File: config.mk
export PLATFORM = sky130hd
export DESIGN_NAME = uart_cmd_wrapper
export DESIGN_NICKNAME = d
export VERILOG_FILES = /design/src/rtl/uart_cmd_wrapper_pkg.sv /design/src/rtl/uart_trx.sv /design/src/rtl/uart_cmd_wrapper.sv
export SDC_FILE = /design/constraint.sdc
export NUM_CORES = 1
export LEC_CHECK = 0
export BUFFER_PORTS_ARGS = -buffer_cell sky130_fd_sc_hd__buf_4
export CAP_MARGIN = 20
export CORE_MARGIN = 8
export CORE_UTILIZATION = 47
export DETAILED_ROUTE_END_ITERATION = 10
export GPL_ROUTABILITY_DRIVEN = 0
export SETUP_SLACK_MARGIN = 0.02
export SKIP_CTS_REPAIR_TIMING = 1
export SYNTH_ARGS = -nofsm -noshare
export SYNTH_HDL_FRONTEND = slang
export SYNTH_SLANG_ARGS = --single-unit
export TNS_END_PERCENT = 5
File: constraint.sdc
create_clock -name clk -period 7.3 [get_ports clk]
set_input_delay 1.46 -clock clk [delete_from_list [all_inputs] [get_ports clk]]
set_output_delay 1.46 -clock clk [all_outputs]
set_load 0.03 [all_outputs]
File: src/rtl/uart_cmd_wrapper_pkg.sv
// uart_cmd_wrapper_pkg: shared assembler state, default bit period and ack byte
package uart_cmd_wrapper_pkg;
  typedef enum logic {WAIT_HI, WAIT_LO} asm_state_t;
  localparam int BAUD_DIV_DEF = 2604;
  localparam logic [7:0] ACK = 8'hA5;
endpackage

File: src/rtl/uart_trx.sv
// uart_trx: 8N1 receiver and transmitter running independently off one bit period
module uart_trx
  import uart_cmd_wrapper_pkg::*;
#(
  parameter int BAUD_DIV = BAUD_DIV_DEF
) (
  input  logic       clk,
  input  logic       rst,
  input  logic       rx,
  output logic       tx,
  output logic       rx_rdy,
  output logic [7:0] rx_data,
  input  logic       trmt,
  input  logic [7:0] tx_data,
  output logic       tx_done
);
  localparam int CW = $clog2(BAUD_DIV);
  localparam logic [CW-1:0] FULL = CW'(BAUD_DIV - 1);
  localparam logic [CW-1:0] HALF = CW'(BAUD_DIV / 2 - 1);
  typedef enum logic [1:0] {R_IDLE, R_START, R_DATA, R_STOP} rx_state_t;
  rx_state_t rs;
  logic rx_s1, rx_s2, rx_prev, busy;
  logic [CW-1:0] rcnt, tcnt;
  logic [2:0] rbit;
  logic [3:0] tbit;
  logic [7:0] rsh;
  logic [9:0] tsh;
  // every receive sample after the mid-start one lands a full bit period later
  always_ff @(posedge clk or posedge rst)
    if (rst) begin
      {rx_s1, rx_s2, rx_prev} <= 3'b111;
      rs <= R_IDLE;
      rcnt <= '0;
      rbit <= '0;
      rsh <= '0;
      rx_rdy <= 1'b0;
      rx_data <= '0;
    end else begin
      rx_s1 <= rx;
      rx_s2 <= rx_s1;
      rx_prev <= rx_s2;
      rx_rdy <= 1'b0;
      rcnt <= (rs == R_IDLE) ? '0 : rcnt + 1'b1;
      case (rs)
        R_IDLE: if (rx_prev && !rx_s2) rs <= R_START;
        R_START: if (rcnt == HALF) begin
          rcnt <= '0;
          rs <= rx_s2 ? R_IDLE : R_DATA;
        end
        R_DATA: if (rcnt == FULL) begin
          rcnt <= '0;
          rsh <= {rx_s2, rsh[7:1]};
          rbit <= rbit + 1'b1;
          if (rbit == 3'd7) rs <= R_STOP;
        end
        R_STOP: if (rcnt == FULL) begin
          rs <= R_IDLE;
          rx_rdy <= rx_s2;
          if (rx_s2) rx_data <= rsh;
        end
        default: rs <= R_IDLE;
      endcase
    end
  // tsh holds {stop, data, start}; tx is the registered copy of the current bit
  always_ff @(posedge clk or posedge rst)
    if (rst) begin
      tx <= 1'b1;
      busy <= 1'b0;
      tcnt <= '0;
      tbit <= '0;
      tsh <= '1;
      tx_done <= 1'b0;
    end else begin
      tx_done <= 1'b0;
      if (!busy) begin
        if (trmt) begin
          busy <= 1'b1;
          tsh <= {1'b1, tx_data, 1'b0};
          tcnt <= '0;
          tbit <= '0;
          tx <= 1'b0;
        end
      end else if (tcnt != FULL) tcnt <= tcnt + 1'b1;
      else begin
        tcnt <= '0;
        tsh <= tsh >> 1;
        tbit <= tbit + 1'b1;
        tx <= (tbit == 4'd9) ? 1'b1 : tsh[1];
        if (tbit == 4'd9) begin
          busy <= 1'b0;
          tx_done <= 1'b1;
        end
      end
    end
endmodule

File: src/rtl/uart_cmd_wrapper.sv
// uart_cmd_wrapper: pairs received bytes into 16-bit commands and sends response bytes
module uart_cmd_wrapper
  import uart_cmd_wrapper_pkg::*;
#(
  parameter int BAUD_DIV    = BAUD_DIV_DEF,
  parameter int TIMEOUT_CYC = 1048576
) (
  input  logic        clk,
  input  logic        rst,
  input  logic        RX,
  output logic        TX,
  input  logic        clr_cmd_rdy,
  output logic        cmd_rdy,
  output logic [15:0] cmd,
  input  logic        trmt,
  input  logic [7:0]  resp,
  output logic        tx_done
);
  localparam int TW = $clog2(TIMEOUT_CYC + 1);
  localparam logic [TW-1:0] TLAST = TW'(TIMEOUT_CYC - 1);
  asm_state_t st;
  logic [7:0] hi, rx_data;
  logic [TW-1:0] tmo;
  logic rx_rdy;
  uart_trx #(.BAUD_DIV(BAUD_DIV)) u_trx (
    .clk(clk), .rst(rst), .rx(RX), .tx(TX), .rx_rdy(rx_rdy), .rx_data(rx_data),
    .trmt(trmt), .tx_data(resp), .tx_done(tx_done)
  );
  // a completed low byte sets cmd_rdy ahead of any clear in the same cycle
  always_ff @(posedge clk or posedge rst)
    if (rst) begin
      st <= WAIT_HI;
      hi <= '0;
      tmo <= '0;
      cmd <= '0;
      cmd_rdy <= 1'b0;
    end else if (rx_rdy) begin
      st <= (st == WAIT_HI) ? WAIT_LO : WAIT_HI;
      tmo <= '0;
      if (st == WAIT_HI) begin
        hi <= rx_data;
        cmd_rdy <= 1'b0;
      end else begin
        cmd <= {hi, rx_data};
        cmd_rdy <= 1'b1;
      end
    end else begin
      if (clr_cmd_rdy) cmd_rdy <= 1'b0;
      if (st == WAIT_LO) begin
        tmo <= tmo + 1'b1;
        if (tmo == TLAST) begin
          st <= WAIT_HI;
          tmo <= '0;
        end
      end
    end
endmodule

==> reports/qor.yml <==
hold_path_class: "flop to flop"
first_global_vias: 3421
drive_gt1_frac: 0.211
synthMostInstantiatedCell: "dfrtp_1"
start_kind: "flop"
critPathKind: "flop to output pin"
synthTopCellsByCount: "dfrtp_1 (99), nand2_1 (65), mux2_2 (36)"
cts.clk_slew.worst_paths_ns: 0.11
end_kind: "output pin"
outcome: "completed"
leakagePower_nw: 2.70
yosysWarnings: 0
portBuffers: 31
use_met3: 0.0289
grtUsageTotal: 0.135
post_synth_main_area_contributors: "dfrtp_1 (48%), mux2_2 (7.9%), dfstp_2 (6.6%)"
grt_setup_unrepaired: "no"
ctsRootBufferMaster: "clkbuf_8"
grt_max_degree: 74
ys_types: 47
grtUsageMet1: 0.182
clk_latency_ns: 0.38
rows: 38
fin_util: 0.528
fp.dieH_um: 121
critPathTopFamily: "flip-flops"
required_ns: 5.84
place_area_mm2: 0.00549
synth-main-ff-cell: "dfrtp_1"
cap_violations: 0
crit_arrival_ns: 1.09
syn-num-nets: 493
ys_ff_latch: 112
dieArea_mm2: 0.0146
timing.final.max_slew_violations: 0
grtUsageMet2: 0.203
hold_viol: 0
fin_crit_sh: 0.349
synth_top_cell_area_share: 0.481
drc: 0
worstPathMaxFanout: 2
synth_edf_count: 0
dp.final_hpwl_um: 6160
dr.pass1.iters: 4
syn_area_mm2: 0.00515
wl_um: 9150
tightestPinTransition_ns: 0.995
grt.overflow.total: 0
fin_cells: 642
routedWlPerCell_um: 14.3
core_mm2: 0.0107
fin_tns_setup_ns: 0
period_needed_ns: 2.55
ys_seq_area_frac: 0.547
drtIter0Drc: 168
insertedDiodeCount: 0
nNetsFinal: 522
slowest_stage: "dfstp_2"
die_x_um: 121
yosysTopAreaCell: "dfrtp_1"
slew-limit-headroom: 0.334
final_cell_area_mm2: 0.00567
antenna_left: 0
syn_inst: 468
timing.hold.ws_ns: 0.369
fmax_ghz: 0.392
async_reset_ff_frac: 1.00
finalPower_mw: 1.26
dp.cells: 625
vias_per_cell: 5.40
num_vias: 3469
clockBufferDepth: 2
finalClockSkew_ns: 0.00996
p_per_area_mw_per_mm2: 221
fin_ws_ns: 4.75
syn_to_final_growth_pct: 10.1
cts_tree: "done"
start_util: 0.479
pre_cts_ws_ns: 4.26
ios: 32
antenna_found_initial: 0
cts_buffers: 9
grt_pass1_wl_um: 16200
cp_cell_sequence: "buf_4"
setup_viol: 0
max_stage_delay_ns: 0.56
htree_levels: 3
top_usage_layer: "met2"
cts_sinks: 112
crit_buf_inv: 1
synth.avg_cell_area_um2: 11.0
vdd_drop_max_mv: 0.111
## report_power, final
part	switching, mW	internal (mW)	total [mW]
Combinational	0.103	0.0785	0.182
Clock	0.208	0.127	0.336
Sequential	0.0616	0.676	0.737
Total	0.374	0.882	1.26
## path summary, 6_finish.rpt
path	startpoint	end	slack, ns	cells after the start
max	u_trx.tx	TX	4.75	1
min reg2reg	u_trx.rx_s1	u_trx.rx_s2	0.37	0
max reg2reg	u_trx.tcnt[2]	u_trx.tbit[3]	5.00	5
min	u_trx.rx_s1	u_trx.rx_s2	0.37	0
min in group asynchronous	rst	u_trx.tcnt[5]	1.11	2
max in group asynchronous	rst	tmo[9]	4.91	3
## layout by cell type, fill, tap and decap left out, types with 12 or more instances in the layout
| master | synthesis | layout |
|---|---|---|
| buf_4 | 0 | 33 |
| dfrtp_1 | 99 | 99 |
| dfstp_2 | 13 | 13 |
| ha_1 | 12 | 12 |
| mux2_2 | 36 | 36 |
| nand2_1 | 65 | 65 |
| nand3_1 | 28 | 28 |
| nor2_1 | 32 | 32 |
| o21ai_0 | 26 | 26 |
| xor2_1 | 12 | 12 |
## state kept, by name, indices dropped and copies added, names as in the netlist, 3 cells and up, named ones only
register       cells
cmd               16
u_trx.rbit         3
u_trx.tcnt        12
u_trx.tsh          9
tmo               21
u_trx.tbit         4
hi                 8
u_trx.rcnt        12
u_trx.rx_data      8
u_trx.rsh          8
## cell type report
class	instances	area, um^2
clock buffers	11	131
repair buffers	33	248
flip-flops and latches	112	2820
inverters	12	47.5
fillers	985	5080
multi-input cells	329	2210
clock inverters	5	38.8
well taps	140	175
## per-layer routing
layer | wire, um | part of all wire
met2 | 3990 | 0.44
met1 | 4640 | 0.51
met5 | 0 | 0
met3 | 334 | 0.036
met4 | 191 | 0.021
## cell families after synthesis
logic type | Yosys count | share of synthesized area
compound gates | 69 | 0.0860
xor+xnor | 23 | 0.0391
fa+ha+maj | 12 | 0.0292
buf+inv | 27 | 0.0236
flops | 112 | 0.547
mux | 46 | 0.0982
simple gates | 179 | 0.177
Note: power is estimated with default switching activity, not from simulation.
